===== src/rtl/dm_cache_ctrl_pkg.sv =====
// Shared types and geometry for the direct-mapped cache controller.
// 1024 lines of 16 bytes; address = tag[31:14] | index[13:4] | word[3:2] | byte[1:0].
package icache_def;

  localparam int TAGMSB = 31;
  localparam int TAGLSB = 14;

  typedef struct packed {
    logic                valid;
    logic                dirty;
    logic [TAGMSB:TAGLSB] tag;
  } cache_tag_type;

  typedef struct packed {
    logic [9:0] index;
    logic       we;
  } cache_req_type;

  typedef logic [127:0] cache_data_type;

  typedef struct packed {
    logic        valid;
    logic        rw;
    logic [31:0] addr;
    logic [31:0] data;
  } cpu_req_type;

  typedef struct packed {
    logic        ready;
    logic [31:0] data;
  } cpu_result_type;

  typedef struct packed {
    logic           valid;
    logic           rw;
    logic [31:0]    addr;
    cache_data_type data;
  } mem_req_type;

  typedef struct packed {
    logic           ready;
    cache_data_type data;
  } mem_data_type;

  typedef enum logic [1:0] {
    IDLE       = 2'd0,
    COMPARE    = 2'd1,
    WRITE_BACK = 2'd2,
    ALLOCATE   = 2'd3
  } cache_state_type;

  function automatic logic [31:0] word_sel(input cache_data_type blk, input logic [1:0] w);
    return blk[32*w +: 32];
  endfunction

  function automatic cache_data_type word_put(input cache_data_type blk, input logic [1:0] w,
                                              input logic [31:0] d);
    cache_data_type r;
    r = blk;
    r[32*w +: 32] = d;
    return r;
  endfunction

endpackage


===== src/rtl/dm_cache_ctrl_if.sv =====
// Bundle of every bus the cache controller touches; master = controller side.
interface dm_cache_ctrl_if;
  import icache_def::*;

  // cpu_req.valid is sampled only in IDLE; cpu_res.ready pulses one cycle per accepted request.
  // mem_req.valid holds with stable fields until a cycle with mem_res.ready=1 completes it.
  cpu_req_type     cpu_req;
  cpu_result_type  cpu_res;
  mem_req_type     mem_req;
  mem_data_type    mem_res;
  cache_req_type   tag_req;
  cache_req_type   data_req;
  cache_tag_type   tag_write;
  cache_tag_type   tag_read;
  cache_data_type  data_write;
  cache_data_type  data_read;
  cache_state_type fsm_state;

  modport master (
    input  cpu_req, mem_res, tag_read, data_read,
    output cpu_res, mem_req, tag_req, data_req, tag_write, data_write, fsm_state
  );

  modport slave (
    output cpu_req, mem_res, tag_read, data_read,
    input  cpu_res, mem_req, tag_req, data_req, tag_write, data_write, fsm_state
  );

endinterface


===== src/rtl/dm_cache_ctrl.sv =====
// Write-back, write-allocate direct-mapped cache controller. Tag and data arrays live
// outside; this block drives their index/we and decides hit, write-back and refill.
module dm_cache_ctrl
  import icache_def::*;
(
  input logic             clk,
  input logic             rst_n,
  dm_cache_ctrl_if.master bus
);

  localparam logic [1:0] ST_IDLE       = 2'd0;
  localparam logic [1:0] ST_COMPARE    = 2'd1;
  localparam logic [1:0] ST_WRITE_BACK = 2'd2;
  localparam logic [1:0] ST_ALLOCATE   = 2'd3;

  logic [1:0]           state_q;
  logic [1:0]           state_d;
  cpu_req_type          req_q;
  logic [TAGMSB:TAGLSB] req_tag;
  logic [9:0]           req_index;
  logic [1:0]           req_word;
  logic                 hit;

  cpu_result_type cpu_res;
  mem_req_type    mem_req;
  cache_req_type  tag_req;
  cache_req_type  data_req;
  cache_tag_type  tag_write;
  cache_data_type data_write;

  assign req_tag   = req_q.addr[TAGMSB:TAGLSB];
  assign req_index = req_q.addr[13:4];
  assign req_word  = req_q.addr[3:2];
  assign hit       = bus.tag_read.valid && (bus.tag_read.tag == req_tag);

  always_ff @(posedge clk or negedge rst_n) begin
    if (!rst_n) begin
      state_q <= ST_IDLE;
      req_q   <= '0;
    end else begin
      state_q <= state_d;
      if (state_q == ST_IDLE && bus.cpu_req.valid) begin
        req_q <= bus.cpu_req;
      end
    end
  end

  always_comb begin
    state_d        = state_q;
    cpu_res        = '0;
    mem_req        = '0;
    tag_req.index  = req_index;
    tag_req.we     = 1'b0;
    data_req.index = req_index;
    data_req.we    = 1'b0;
    tag_write      = '0;
    data_write     = bus.data_read;

    case (state_q)
      ST_IDLE: begin
        if (bus.cpu_req.valid) state_d = ST_COMPARE;
      end

      ST_COMPARE: begin
        if (hit) begin
          cpu_res.ready = 1'b1;
          cpu_res.data  = word_sel(bus.data_read, req_word);
          if (req_q.rw) begin
            data_req.we = 1'b1;
            data_write  = word_put(bus.data_read, req_word, req_q.data);
            tag_req.we  = 1'b1;
            tag_write   = '{valid: 1'b1, dirty: 1'b1, tag: req_tag};
          end
          state_d = ST_IDLE;
        end else if (bus.tag_read.valid && bus.tag_read.dirty) begin
          state_d = ST_WRITE_BACK;
        end else begin
          state_d = ST_ALLOCATE;
        end
      end

      // Victim address and block come straight from the arrays at the held index, so
      // they stay stable for as long as memory stalls.
      ST_WRITE_BACK: begin
        mem_req.valid = 1'b1;
        mem_req.rw    = 1'b1;
        mem_req.addr  = {bus.tag_read.tag, req_index, 4'b0000};
        mem_req.data  = bus.data_read;
        if (bus.mem_res.ready) state_d = ST_ALLOCATE;
      end

      ST_ALLOCATE: begin
        mem_req.valid = 1'b1;
        mem_req.rw    = 1'b0;
        mem_req.addr  = {req_tag, req_index, 4'b0000};
        if (bus.mem_res.ready) begin
          data_req.we = 1'b1;
          data_write  = bus.mem_res.data;
          tag_req.we  = 1'b1;
          tag_write   = '{valid: 1'b1, dirty: 1'b0, tag: req_tag};
          state_d     = ST_COMPARE;
        end
      end

      default: state_d = ST_IDLE;
    endcase
  end

  assign bus.cpu_res    = cpu_res;
  assign bus.mem_req    = mem_req;
  assign bus.tag_req    = tag_req;
  assign bus.data_req   = data_req;
  assign bus.tag_write  = tag_write;
  assign bus.data_write = data_write;
  assign bus.fsm_state  = cache_state_type'(state_q);

endmodule

===== src/flat_wrapper.sv =====
// flat-port wrapper written by rule: the top's interface ports become plain ports
module dm_cache_ctrl_flat import icache_def::*;
  (clk, rst_n, bus_cpu_req, bus_mem_res, bus_tag_read, bus_data_read, bus_cpu_res, bus_mem_req, bus_tag_req, bus_data_req, bus_tag_write, bus_data_write, bus_fsm_state);
  dm_cache_ctrl_if bus_i ();
  input logic clk;
  input logic rst_n;
  input wire logic [$bits(bus_i.cpu_req)-1:0] bus_cpu_req;
  input wire logic [$bits(bus_i.mem_res)-1:0] bus_mem_res;
  input wire logic [$bits(bus_i.tag_read)-1:0] bus_tag_read;
  input wire logic [$bits(bus_i.data_read)-1:0] bus_data_read;
  output wire logic [$bits(bus_i.cpu_res)-1:0] bus_cpu_res;
  output wire logic [$bits(bus_i.mem_req)-1:0] bus_mem_req;
  output wire logic [$bits(bus_i.tag_req)-1:0] bus_tag_req;
  output wire logic [$bits(bus_i.data_req)-1:0] bus_data_req;
  output wire logic [$bits(bus_i.tag_write)-1:0] bus_tag_write;
  output wire logic [$bits(bus_i.data_write)-1:0] bus_data_write;
  output wire logic [$bits(bus_i.fsm_state)-1:0] bus_fsm_state;
  assign bus_i.cpu_req = bus_cpu_req;
  assign bus_i.mem_res = bus_mem_res;
  assign bus_i.tag_read = bus_tag_read;
  assign bus_i.data_read = bus_data_read;
  assign bus_cpu_res = bus_i.cpu_res;
  assign bus_mem_req = bus_i.mem_req;
  assign bus_tag_req = bus_i.tag_req;
  assign bus_data_req = bus_i.data_req;
  assign bus_tag_write = bus_i.tag_write;
  assign bus_data_write = bus_i.data_write;
  assign bus_fsm_state = bus_i.fsm_state;
  dm_cache_ctrl u_core (.clk(clk), .rst_n(rst_n), .bus(bus_i));
endmodule

===== config.mk =====
export PLATFORM = sky130hd
export DESIGN_NAME = dm_cache_ctrl_flat
export DESIGN_NICKNAME = d
export VERILOG_FILES = /design/src/rtl/dm_cache_ctrl_pkg.sv /design/src/rtl/dm_cache_ctrl_if.sv /design/src/rtl/dm_cache_ctrl.sv /design/src/flat_wrapper.sv
export SDC_FILE = /design/constraint.sdc
export NUM_CORES = 1
export LEC_CHECK = 0
export BUFFER_PORTS_ARGS = -buffer_cell sky130_fd_sc_hd__buf_2
export CAP_MARGIN = 0
export CORE_AREA = 2 2 277 279
export CTS_CLUSTER_DIAMETER = 60
export DETAILED_ROUTE_END_ITERATION = 8
export DIE_AREA = 0 0 279 281
export PLACE_DENSITY = 0.31
export SETUP_SLACK_MARGIN = 0.15
export SLEW_MARGIN = 0
export SYNTH_ARGS = -nofsm -noshare
export SYNTH_HDL_FRONTEND = slang
export SYNTH_SLANG_ARGS = --single-unit

===== constraint.sdc =====
create_clock -name clk -period 2.5 [get_ports clk]
set_input_delay 0.375 -clock clk [delete_from_list [all_inputs] [get_ports clk]]
set_output_delay 0.375 -clock clk [all_outputs]
set_load 0.005 [all_outputs]

==> qor.csv <==
stage,metric,value,unit
synth,Post-synth EDFFs,0,
timing,Tcrit/Tclk final,122,%
timing,hold slack,219,ps
power_and_ir_drop,Peak VDD IR,0.000436,V
grt,antenna violations before repair,10,
drt,routed len/inst,25.3,um
synth,"Seq/Total Area, Yosys",17.6,%
power_and_ir_drop,Internal Power,6.53,mW
drt,drt drc,0,
power_and_ir_drop,combinational power share,68.0,%
grt,GR Overflow Total,0,
grt,met3 GRT Util,3.49,%
setup_path,crit path kind,flop to output pin,
synth,post-synth top area share,18.4,%
clock_network,clk buf depth,2,
timing,Worst-Margin Slew,520,ps
synth,synth warn,0,
timing,Setup Viol. Count Final,183,
place,IO Port Bufs,705,
power_and_ir_drop,P_sw,5.78,mW
drt,number of vias per cell,4.47,
job,max cap viols,0,
synth,Yosys cell types,37,
power_and_ir_drop,Power Total,12.3,mW
grt,met1 GRT Util,20.3,%
synth,post-synthesis average cell area,8.27,um2
final_layout,layout cells sized above 1,56.7,%
clock_network,H-tree depth,3,
setup_path,R2R Setup Slk,210,ps
grt,GR Util met2,29.5,%
setup_path,CP Launch Type,flop,
floorplanning,Site Rows,101,
clock_network,CTS Sinks,65,
synth,synthesized cell area,9270,um2
hold_path,Hold Crit Class,input pin to flop,
clock_network,CTS tree,yes,
synth,Seq cells post-synth,65,
setup_path,Arrival @ worst endpoint,2680,ps
drt,Via Count,12700,
setup_path,FF-to-FF End,u_core.bus.fsm_state[0]$_DFFE_PN0P_,
synth,largest area contributor in the netlist,o211ai_1,
synth,most frequent cell after synthesis,o211ai_1,
setup_path,Worst Reg-to-Reg Cells,9,
timing,final-report hold violation count,0,
timing,"Slew Viols, Final",0,
final_layout,number of fill cells,8553,
drt,Initial DRC Count,703,
power_and_ir_drop,switching share of power,47.0,%
clock_network,TritonCTS Buffers,9,
final_layout,Final nets,2205,
floorplanning,Die Wd,279,um
floorplanning,Initial Util,12.3,%
power_and_ir_drop,clock share of power,12.2,%
clock_network,root buf cell,clkbuf_16,
power_and_ir_drop,leakage power,7.34,nW
grt,largest net degree at the start of global routing,73,
floorplanning,Core Region,75400,um2
timing,unrepaired setup endpoints after global routing,yes,
setup_path,WP data required,2120,ps
place,GP Congestion,0.860,
synth,ys flop type,dfrtp_1,
final_layout,Area growth syn-to-layout,72.4,%
power_and_ir_drop,Reg power frac,19.8,%
floorplanning,Die Y,281,um
status,status,"finished, violations left",
grt,vias in the first global route,12700,
timing,clock skew,19.5,ps
setup_path,Worst Path Max Fanout,70,
synth,synth cell count leaders,"227 x o211ai_1, 139 x nand2_1, 130 x and2_1",
synth,Async SR Flop Fraction,100,%
place,DP HPWL,52.8,mm
timing,Setup WS post-layout,-552,ps
setup_path,worst r2r src,u_core.req_q[60]$_DFFE_PN0P_,
drt,first-pass detailed-route iteration total,6,
status,failing checks,setup timing,
grt,Most Crowded Layer GR,met2,
grt,GRT Overall Usage,16.7,%
power_and_ir_drop,P per Cell Area,771,nW/um2
grt,first-pass GRT wire length,94.4,mm
clock_network,clk_lat worst skew,380,ps
setup_path,crit path from,u_core.req_q[57]$_DFFE_PN0P_,
setup_path,crit path capture type,output pin,
timing,min cycle time layout,3050,ps
floorplanning,DIE AREA,78400,um2
timing,headroom to the max-slew limit,65.4,%
setup_path,Setup crit end,bus_data_write[57],
floorplanning,boundary pin count,712,
synth,"top cells by area, synth","o211ai_1 18%, dfrtp_1 18%, a22oi_1 10%, and2_1 8.8%, mux4_2 7.8%",
drt,final wirelength,71.9,mm
final_layout,final instance area,16000,um2
place,area post-placement,14700,um2
synth,cells after synthesis,1120,
drt,Routed Antenna Nets,0,
clock_network,Clock Pin Slew Worst Setup and Hold Paths,80,ps
timing,maximum clock rate,0.328,GHz
-- power by group through the flow --
stage | clock network [mW] | logic, mW | registers, mW
finish | 1.51 | 8.37 | 2.44
floorplan | 0 | 4.38 | 2.08
global route | 1.64 | 9.03 | 2.49
detailed placement | 0 | 7.99 | 2.44
global placement | 0 | 8.01 | 2.44
CTS | 1.61 | 8.36 | 2.42
-- per-stage QoR --
stage               setup TNS (ps)  utilization [%]  setup WS (ps)  instances
floorplan                        0                -            140       1123
global placement            -13390             19.5           -174       2779
detailed placement          -13080             19.5           -171       2779
CTS                         -77950             20.6           -517       2813
global route                -90740             21.2           -575       2837
finish                      -74230             21.2           -552       2840
-- how the worst min path moves through the flow --
stage / start / end / slack, ps / cells after the start
after floorplan: rst_n / u_core.bus.data_req[10]$_DFFE_PN0P_ / 80 / 0
after global placement: rst_n / u_core.bus.data_req[8]$_DFFE_PN0P_ / 350 / 1
after detailed placement: rst_n / u_core.bus.data_req[8]$_DFFE_PN0P_ / 360 / 1
after CTS: bus_cpu_req[25] / u_core.req_q[25]$_DFFE_PN0P_ / 170 / 2
after global routing: bus_cpu_req[26] / u_core.req_q[26]$_DFFE_PN0P_ / 190 / 2
final: bus_cpu_req[22] / u_core.req_q[22]$_DFFE_PN0P_ / 220 / 2
-- state kept, by name, indices dropped and copies added, names as in the netlist --
register,count
u_core.bus.data_req,10
u_core.req_q,53
u_core.bus.fsm_state,2
-- cells by family after synthesis --
family / share of synthesized area, %
AND/OR/NAND/NOR: 20.1
other: 0.0405
adder cells (fa/ha/maj): 1.22
AO/OA/AOI/OAI: 35.1
multiplexers: 15.4
XOR/XNOR: 1.70
flip-flops: 17.6
buffers and inverters: 8.79
-- final cells by class --
class                           instances  area [um2]  area share, %
Clock inverter                          7        83.8          0.525
Multi-Input combinational cell        888        6990           43.7
Timing Repair Buffer                  877        5760           36.1
Inverter                               10        50.0          0.313
Tap cell                              978        1220           7.66
Antenna cell                            6        15.0         0.0940
Sequential cell                        65        1630           10.2
Clock buffer                            9         225           1.41
-- worst max-delay path: stages (launching register included) --
cell      delay, ps
dfrtp_1         390
xnor2_1         160
nand4_1         300
or3_4           520
buf_12          190
o211ai_1        310
o211ai_1        150
buf_2           170
-- timing repair --
action,CTS,global route
endpoints found under the setup margin,189,266
pin swaps,39,126
cloned,7,11
gates resized for setup,41,44
endpoints found under the hold margin,25,0
buffers inserted,10,10
hold buffers,1,0
-- metal layers --
layer / vias up / wire (um)
met4: 6 / 2210
met5: - / 39
met2: 659 / 35900
li1: 5714 / -
met3: 103 / 5140
met1: 6204 / 28600
-- layout by cell type (no fill, tap or decap), types with 30 or more instances in the layout --
cell	n
buf_2	700
dfrtp_1	63
nor2b_1	56
mux4_2	32
a22oi_1	126
nand2_1	134
mux2_2	63
o211ai_2	30
buf_12	31
buf_4	81
o211ai_1	227
buf_6	41
and2_1	127
Power figures use the tool's default switching activity.
